### src/rtl/inst_fetch_if.sv
// Fetch-control bundle between the test harness/decode side and the PC stage.
// The harness/decode side drives the master modport; the fetch stage takes the slave modport.
interface inst_fetch_if #(
  parameter int A  = 12,
  parameter int CW = 16
);
  logic          start;
  logic [A-1:0]  start_addr;
  logic          halt;
  logic          stall;
  logic          branch_abs;
  logic          branch_rel;
  logic [A-1:0]  target;
  logic [A-1:0]  prog_ctr;
  logic          running;
  logic          done;
  logic [CW-1:0] cycle_count;

  modport master (
    output start, start_addr, halt, stall, branch_abs, branch_rel, target,
    input  prog_ctr, running, done, cycle_count
  );

  modport slave (
    input  start, start_addr, halt, stall, branch_abs, branch_rel, target,
    output prog_ctr, running, done, cycle_count
  );
endinterface

### src/rtl/inst_fetch.sv
// Program counter and fetch sequencer driving a combinational instruction ROM.
// state | meaning:  IDLE = waiting for launch, RUN = fetching, DONE = halted, awaiting relaunch
module inst_fetch #(
  parameter int A  = 12,
  parameter int CW = 16
) (
  input  logic         clk_i,
  input  logic         rst_i,
  inst_fetch_if.slave  bus
);

  typedef enum logic [1:0] {IDLE, RUN, DONE} state_t;

  state_t        state_q, state_d;
  logic [A-1:0]  pc_q, pc_d;
  logic [CW-1:0] cnt_q, cnt_d;

  always_ff @(posedge clk_i or posedge rst_i) begin
    if (rst_i) begin
      state_q <= IDLE;
      pc_q    <= '0;
      cnt_q   <= '0;
    end else begin
      state_q <= state_d;
      pc_q    <= pc_d;
      cnt_q   <= cnt_d;
    end
  end

  always_comb begin
    state_d = state_q;
    case (state_q)
      IDLE, DONE: if (bus.start) state_d = RUN;
      RUN:        if (bus.halt)  state_d = DONE;
      default:    state_d = IDLE;
    endcase
  end

  always_comb begin
    pc_d  = pc_q;
    cnt_d = cnt_q;
    case (state_q)
      IDLE, DONE: begin
        if (bus.start) begin
          pc_d  = bus.start_addr;
          cnt_d = '0;
        end
      end
      RUN: begin
        if (cnt_q != {CW{1'b1}}) cnt_d = cnt_q + CW'(1);
        // halt and stall both hold the PC; branches only matter when neither is set
        if (bus.halt || bus.stall) pc_d = pc_q;
        else if (bus.branch_abs)   pc_d = bus.target;
        else if (bus.branch_rel)   pc_d = pc_q + bus.target;
        else                       pc_d = pc_q + A'(1);
      end
      default: ;
    endcase
  end

  assign bus.prog_ctr    = pc_q;
  assign bus.cycle_count = cnt_q;
  assign bus.running     = (state_q == RUN);
  assign bus.done        = (state_q == DONE);

endmodule

### src/flat_wrapper.sv
// flat-port wrapper written by rule: the top's interface ports become plain ports
module inst_fetch_flat 
#(
  parameter int A  = 12,
  parameter int CW = 16
)
  (clk_i, rst_i, bus_start, bus_start_addr, bus_halt, bus_stall, bus_branch_abs, bus_branch_rel, bus_target, bus_prog_ctr, bus_running, bus_done, bus_cycle_count);
  inst_fetch_if #(.A(A), .CW(CW)) bus_i ();
  input  logic clk_i;
  input  logic rst_i;
  input wire logic [$bits(bus_i.start)-1:0] bus_start;
  input wire logic [$bits(bus_i.start_addr)-1:0] bus_start_addr;
  input wire logic [$bits(bus_i.halt)-1:0] bus_halt;
  input wire logic [$bits(bus_i.stall)-1:0] bus_stall;
  input wire logic [$bits(bus_i.branch_abs)-1:0] bus_branch_abs;
  input wire logic [$bits(bus_i.branch_rel)-1:0] bus_branch_rel;
  input wire logic [$bits(bus_i.target)-1:0] bus_target;
  output wire logic [$bits(bus_i.prog_ctr)-1:0] bus_prog_ctr;
  output wire logic [$bits(bus_i.running)-1:0] bus_running;
  output wire logic [$bits(bus_i.done)-1:0] bus_done;
  output wire logic [$bits(bus_i.cycle_count)-1:0] bus_cycle_count;
  assign bus_i.start = bus_start;
  assign bus_i.start_addr = bus_start_addr;
  assign bus_i.halt = bus_halt;
  assign bus_i.stall = bus_stall;
  assign bus_i.branch_abs = bus_branch_abs;
  assign bus_i.branch_rel = bus_branch_rel;
  assign bus_i.target = bus_target;
  assign bus_prog_ctr = bus_i.prog_ctr;
  assign bus_running = bus_i.running;
  assign bus_done = bus_i.done;
  assign bus_cycle_count = bus_i.cycle_count;
  inst_fetch #(.A(A), .CW(CW)) u_core (.clk_i(clk_i), .rst_i(rst_i), .bus(bus_i));
endmodule
### config.mk
export PLATFORM = sky130hd
export DESIGN_NAME = inst_fetch_flat
export DESIGN_NICKNAME = d
export VERILOG_FILES = /design/src/rtl/inst_fetch_if.sv /design/src/rtl/inst_fetch.sv /design/src/flat_wrapper.sv
export SDC_FILE = /design/constraint.sdc
export NUM_CORES = 1
export LEC_CHECK = 0
export CAP_MARGIN = 20
export CORE_UTILIZATION = 45
export DETAILED_ROUTE_END_ITERATION = 12
export DONT_BUFFER_PORTS = 1
export MAX_ROUTING_LAYER = met4
export PLACE_DENSITY = 0.63
export SYNTH_ARGS = -nofsm -noshare
export SYNTH_HDL_FRONTEND = slang
export SYNTH_SLANG_ARGS = --single-unit
### constraint.sdc
create_clock -name clk_i -period 3.8 [get_ports clk_i]
set_input_delay 0.38 -clock clk_i [delete_from_list [all_inputs] [get_ports clk_i]]
set_output_delay 0.38 -clock clk_i [all_outputs]
set_load 0.05 [all_outputs]
# Word level (Yosys, flattened, before mapping)
# Index checks and enable logic that the tools add are counted.
op_classes:
  n_reduce_logical: 7
  muxes: 11
  addsub: 3
  n_eq_ne: 7
op_table:
  columns: ["op", "n"]
  rows:
  - ["2-to-1 mux 12 bit", 4]
  - ["2-to-1 mux 16 bit", 2]
  - ["case mux 16 bit (2 select lines)", 1]
  - ["case mux 12 bit (2 select lines)", 1]
  - ["adder 16 x 1 -> 16 bit (second input constant)", 1]
  - ["inequality test 16 bit (second input constant)", 1]
  - ["adder 12 x 1 -> 12 bit (second input constant)", 1]
  - ["adder 12 bit", 1]
  - ["inequality test 2 bit (second input constant)", 3]
  - ["AND reduction 3 bit", 2]
  - ["2-to-1 mux 2 bit", 2]
  - ["case mux 2 bit (2 select lines)", 1]
  - ["equality test 2 x 1 -> 1 bit (second input constant)", 1]
  - ["equality test 2 bit (second input constant)", 1]
  - ["zero test 2 bit", 1]
  - ["inequality test 2 x 1 -> 1 bit (second input constant)", 1]
  - ["AND reduction 2 bit", 1]
  - ["nonzero test 2 bit", 1]
  - ["OR reduction 2 bit", 1]
  - ["logical OR 1 bit", 1]
word_totals:
  reg_bits: 30
  in_bits: 31
  wordCells: 31

# Logic depth before layout (Yosys ltp)
depth:
  word_depth: 5
  depth_mapped: 10

# Worst setup path before layout
# Ideal clock, no wire load.
synth_path:
  path_type: "reg-to-reg"
  startpoint: "register u_core.pc_q[0] (netlist: u_core.bus.prog_ctr[0])"
  endpoint: "register u_core.pc_q[10] (netlist: u_core.bus.prog_ctr[10])"
  slack_ns: 1.512
  path_stages_with_launch: 10
  path_buffers: 0
  t_arrival_ns: 2.160
  path_cell_list: "dfrtp_1 ha_1 inv_1 fa_1 nor2b_4 o31a_1 o31a_1 a221oi_2 xnor2_1 a21oi_1"
synth_between:
  elab_chain_cells: 5
  elab_cells_between_ends: 6
synth_rtl:
  columns: ["item", "line_no", "text"]
  rows:
  - ["start: declaration", "inst_fetch.sv:15", "logic [A-1:0] pc_q, pc_d;"]
  - ["start signal: assignment", "inst_fetch.sv:25", "pc_q <= pc_d;"]
  - ["adder 12 x 1 -> 12 bit / adder 12 bit (equally long branches)", "inst_fetch.sv:55, inst_fetch.sv:54", null]
  - ["2-to-1 mux 12 bit *", "inst_fetch.sv:54", "else if (bus.branch_rel) pc_d = pc_q + bus.target;"]
  - ["2-to-1 mux 12 bit *", "inst_fetch.sv:53", "else if (bus.branch_abs) pc_d = bus.target;"]
  - ["2-to-1 mux 12 bit *", "inst_fetch.sv:52", "if (bus.halt || bus.stall) pc_d = pc_q;"]
  - ["case mux 12 bit (2 select lines) *", "inst_fetch.sv:42", "case (state_q)"]
# Every way passes the cells marked *; elsewhere a longest branch is shown, timed or not. The select of a mux whose other input is x is not followed.
# A chain may end at the register's enable or synchronous reset.

# Worst setup path after layout
# Same ends and word-level chain as after synthesis.

==> out/results.txt <==
CTS tree = built
Vias in the first global route = 1,836
P per Cell Area = 607 nW/µm²
Root Driver = clkbuf_8
Crit start category = flop
Violated checks = DRC
Xor-xnor portion of the synthesized cell area = 0.0567
Placed inst area = 2200 µm²
Simple-gate area share of the yosys netlist = 0.275
Vias = 1,851
RSZ-0062 raised after global routing = false
CTS Buffer Depth = 2
Post-DRT Antenna Nets = 0
Initial Util = 0.484
Pin count of the biggest net entering global routing = 31
Grt met3 use = 0.0619
Met2 usage = 0.382
H-tree depth = 2
Most common cell after layout, fill and taps aside = dfrtp_1
Max IR drop VDD = 0.439 mV
Post-Place Setup Slack = 1.35 ns
Die X = 71.3 µm
Clock Latency Late Sink = 0.28 ns
Crit path required time = 3.96 ns
Final instance area = 2280 µm²
Pleak = 1.05 nW
Final Max Slew Viols = 0
Vias/cell = 6.09
Met1 GRT Util = 0.282
Post-synthesis net count = 296
Finished Core Util = 0.510
Max-slew headroom = 0.297
Top Ports = 61
Tmin final = 2.48 ns
Worst-path clk slew = 0.07 ns
WL/cell = 17.2 µm
Drt pass-1 iters = 8
Std-Cell Core Area = 4470 µm²
DRC errors left = 4
Antenna cells = 0
Finished Layout Cells = 304
Post-synthesis adder-cell area fraction = 0.0787
Post-synthesis sequential area ratio = 0.347
WP data arrival = 2.64 ns
#FFs+latches synth = 30
Nets = 296
Max-Cap Viols = 0
Post-Synthesis Cells = 252
Antenna violations before repair = 0
Gpl congestion = 0.840
# rows = 24
Worst Slack Setup Final = 1.32 ns
CP endpoint kind = flop
Final setup viols = 0
First-pass GRT wire length = 8940 µm
Setup tns final = 0 ns
Final HPWL DP = 3900 µm
Synth Cell Area = 2160 µm²
Die span in y = 71.3 µm
Most frequent cells in the layout = dfrtp_1 (30), nor2_1 (25), nand2_1 (23)
Final Power = 1.39 mW
Setup CP Type = flop to flop
Largest family of logic cells by synthesized area = simple AND/OR/NAND/NOR gates
CP Max Fanout = 3
All-Layer GR Usage = 0.233
Yosys Warn Count = 0
Final Cycle Share = 0.652
# hold bufs at CTS = 0
Worst hold path type = input pin to async pin
Share of cells above drive strength 1 = 0.0714
Clk sinks = 30
Worst-margin pin slew = 1.05 ns
Multiplexer area fraction after synthesis = 0.0185
Post-CTS sizing = 0
Hold slack = 0.0577 ns
Post-Route Skew = 0.00317 ns
Buffer count from post-CTS setup fixing = 0
GR Overflow Total = 0
Num CTS Buffers = 5
Hold Vio Cnt, Final = 0
1st-iter DRT viols = 77
Layer with the highest usage = met2
Post-synthesis compound-gate area fraction = 0.191
Number of port buffers = 0
P&R area growth vs syn = 5.55%
Fmax = 403 MHz
Mapped Avg Cell Area = 8.58 µm²
Outcome = complete, but fails checks
Routed WL = 5220 µm
Placed Cells = 297
Die area = 5090 µm²
Synth unique cells = 50
metal layers:
metal | wire, µm | share of wire
met4 | 29 | 0.0056
met1 | 2300 | 0.44
met2 | 2500 | 0.48
met3 | 385 | 0.074
met5 | 0 | 0
worst max-delay path, cell delays in order (launching register included):
cell	delay (ns)
dfrtp_1	0.58
ha_1	0.33
inv_1	0.07
fa_1	0.23
nor2b_4	0.06
o31a_1	0.27
o31a_1	0.30
a221oi_2	0.28
xnor2_1	0.15
a21oi_1	0.08
logic make-up after synthesis:
kind of cell / count (synthesis)
adders and majority gates: 13
xor gates and xnor gates: 14
AOI/OAI and AO/OA: 62
buffers and inverters: 18
DFF: 30
muxes: 4
and+or+nand+nor: 111
flip-flops by register name, summed over array words and instances (netlist names):
name / count
u_core.bus.cycle_count: 16
u_core.bus.prog_ctr: 12
u_core.state_q: 2
cell usage after synthesis, drive strengths merged:
cell type  number  share of area
a211o           1         0.0040
a211oi          6          0.023
a21o            5          0.017
a21oi          18          0.042
a221oi          2          0.011
a22o            1         0.0040
a31oi           2         0.0058
and2           10          0.029
and3            7          0.020
and4            1         0.0040
buf             2         0.0058
clkbuf          7          0.012
dfrtp          30           0.35
fa              1         0.0093
ha             12          0.069
inv             9          0.016
mux2i           4          0.019
nand2          24          0.043
nand2b          4          0.012
nand3          12          0.028
nand3b          1         0.0035
nand4           3         0.0087
nand4bb         1         0.0052
nor2           26          0.046
nor2b           7          0.024
nor3            9          0.025
nor3b           2         0.0069
nor4b           1          0.011
o211ai          3          0.010
o21a            2         0.0069
o21ai          11          0.025
o221ai          1         0.0040
o22ai           3         0.0087
o311ai          2         0.0081
o31a            2         0.0081
o31ai           1         0.0035
o32a            1         0.0046
o32ai           1         0.0040
or3             3         0.0087
xnor2           3          0.012
xor2           11          0.045
report_power, final:
part           switching (mW)  internal, mW  total (mW)
logic                   0.264         0.197       0.461
clock network           0.127         0.123       0.250
registers               0.296         0.380       0.676
cell type report:
| cell class | instances | area (µm²) |
|---|---|---|
| inverter | 9 | 33.8 |
| fill | 439 | 2190 |
| tap | 52 | 65.1 |
| clock buffer | 5 | 68.8 |
| sequential | 30 | 751 |
| timing repair buffer | 2 | 15.0 |
| clock inverter | 2 | 10.0 |
| multi-input combinational | 204 | 1340 |
final timing paths:
path,cells past startpoint,slack [ns],from,to
max in group asynchronous,2,3.46,rst_i,u_core.state_q[1]
worst min-delay path,2,0.06,rst_i,u_core.bus.prog_ctr[10]
worst min register to register,2,0.66,u_core.state_q[1],u_core.bus.prog_ctr[3]
worst max register to register,9,1.32,u_core.bus.prog_ctr[0],u_core.bus.prog_ctr[10]
worst max-delay path,9,1.32,u_core.bus.prog_ctr[0],u_core.bus.prog_ctr[10]
min in group clk_i,1,0.20,bus_halt,u_core.state_q[0]
(Power assumes the default switching activity.)
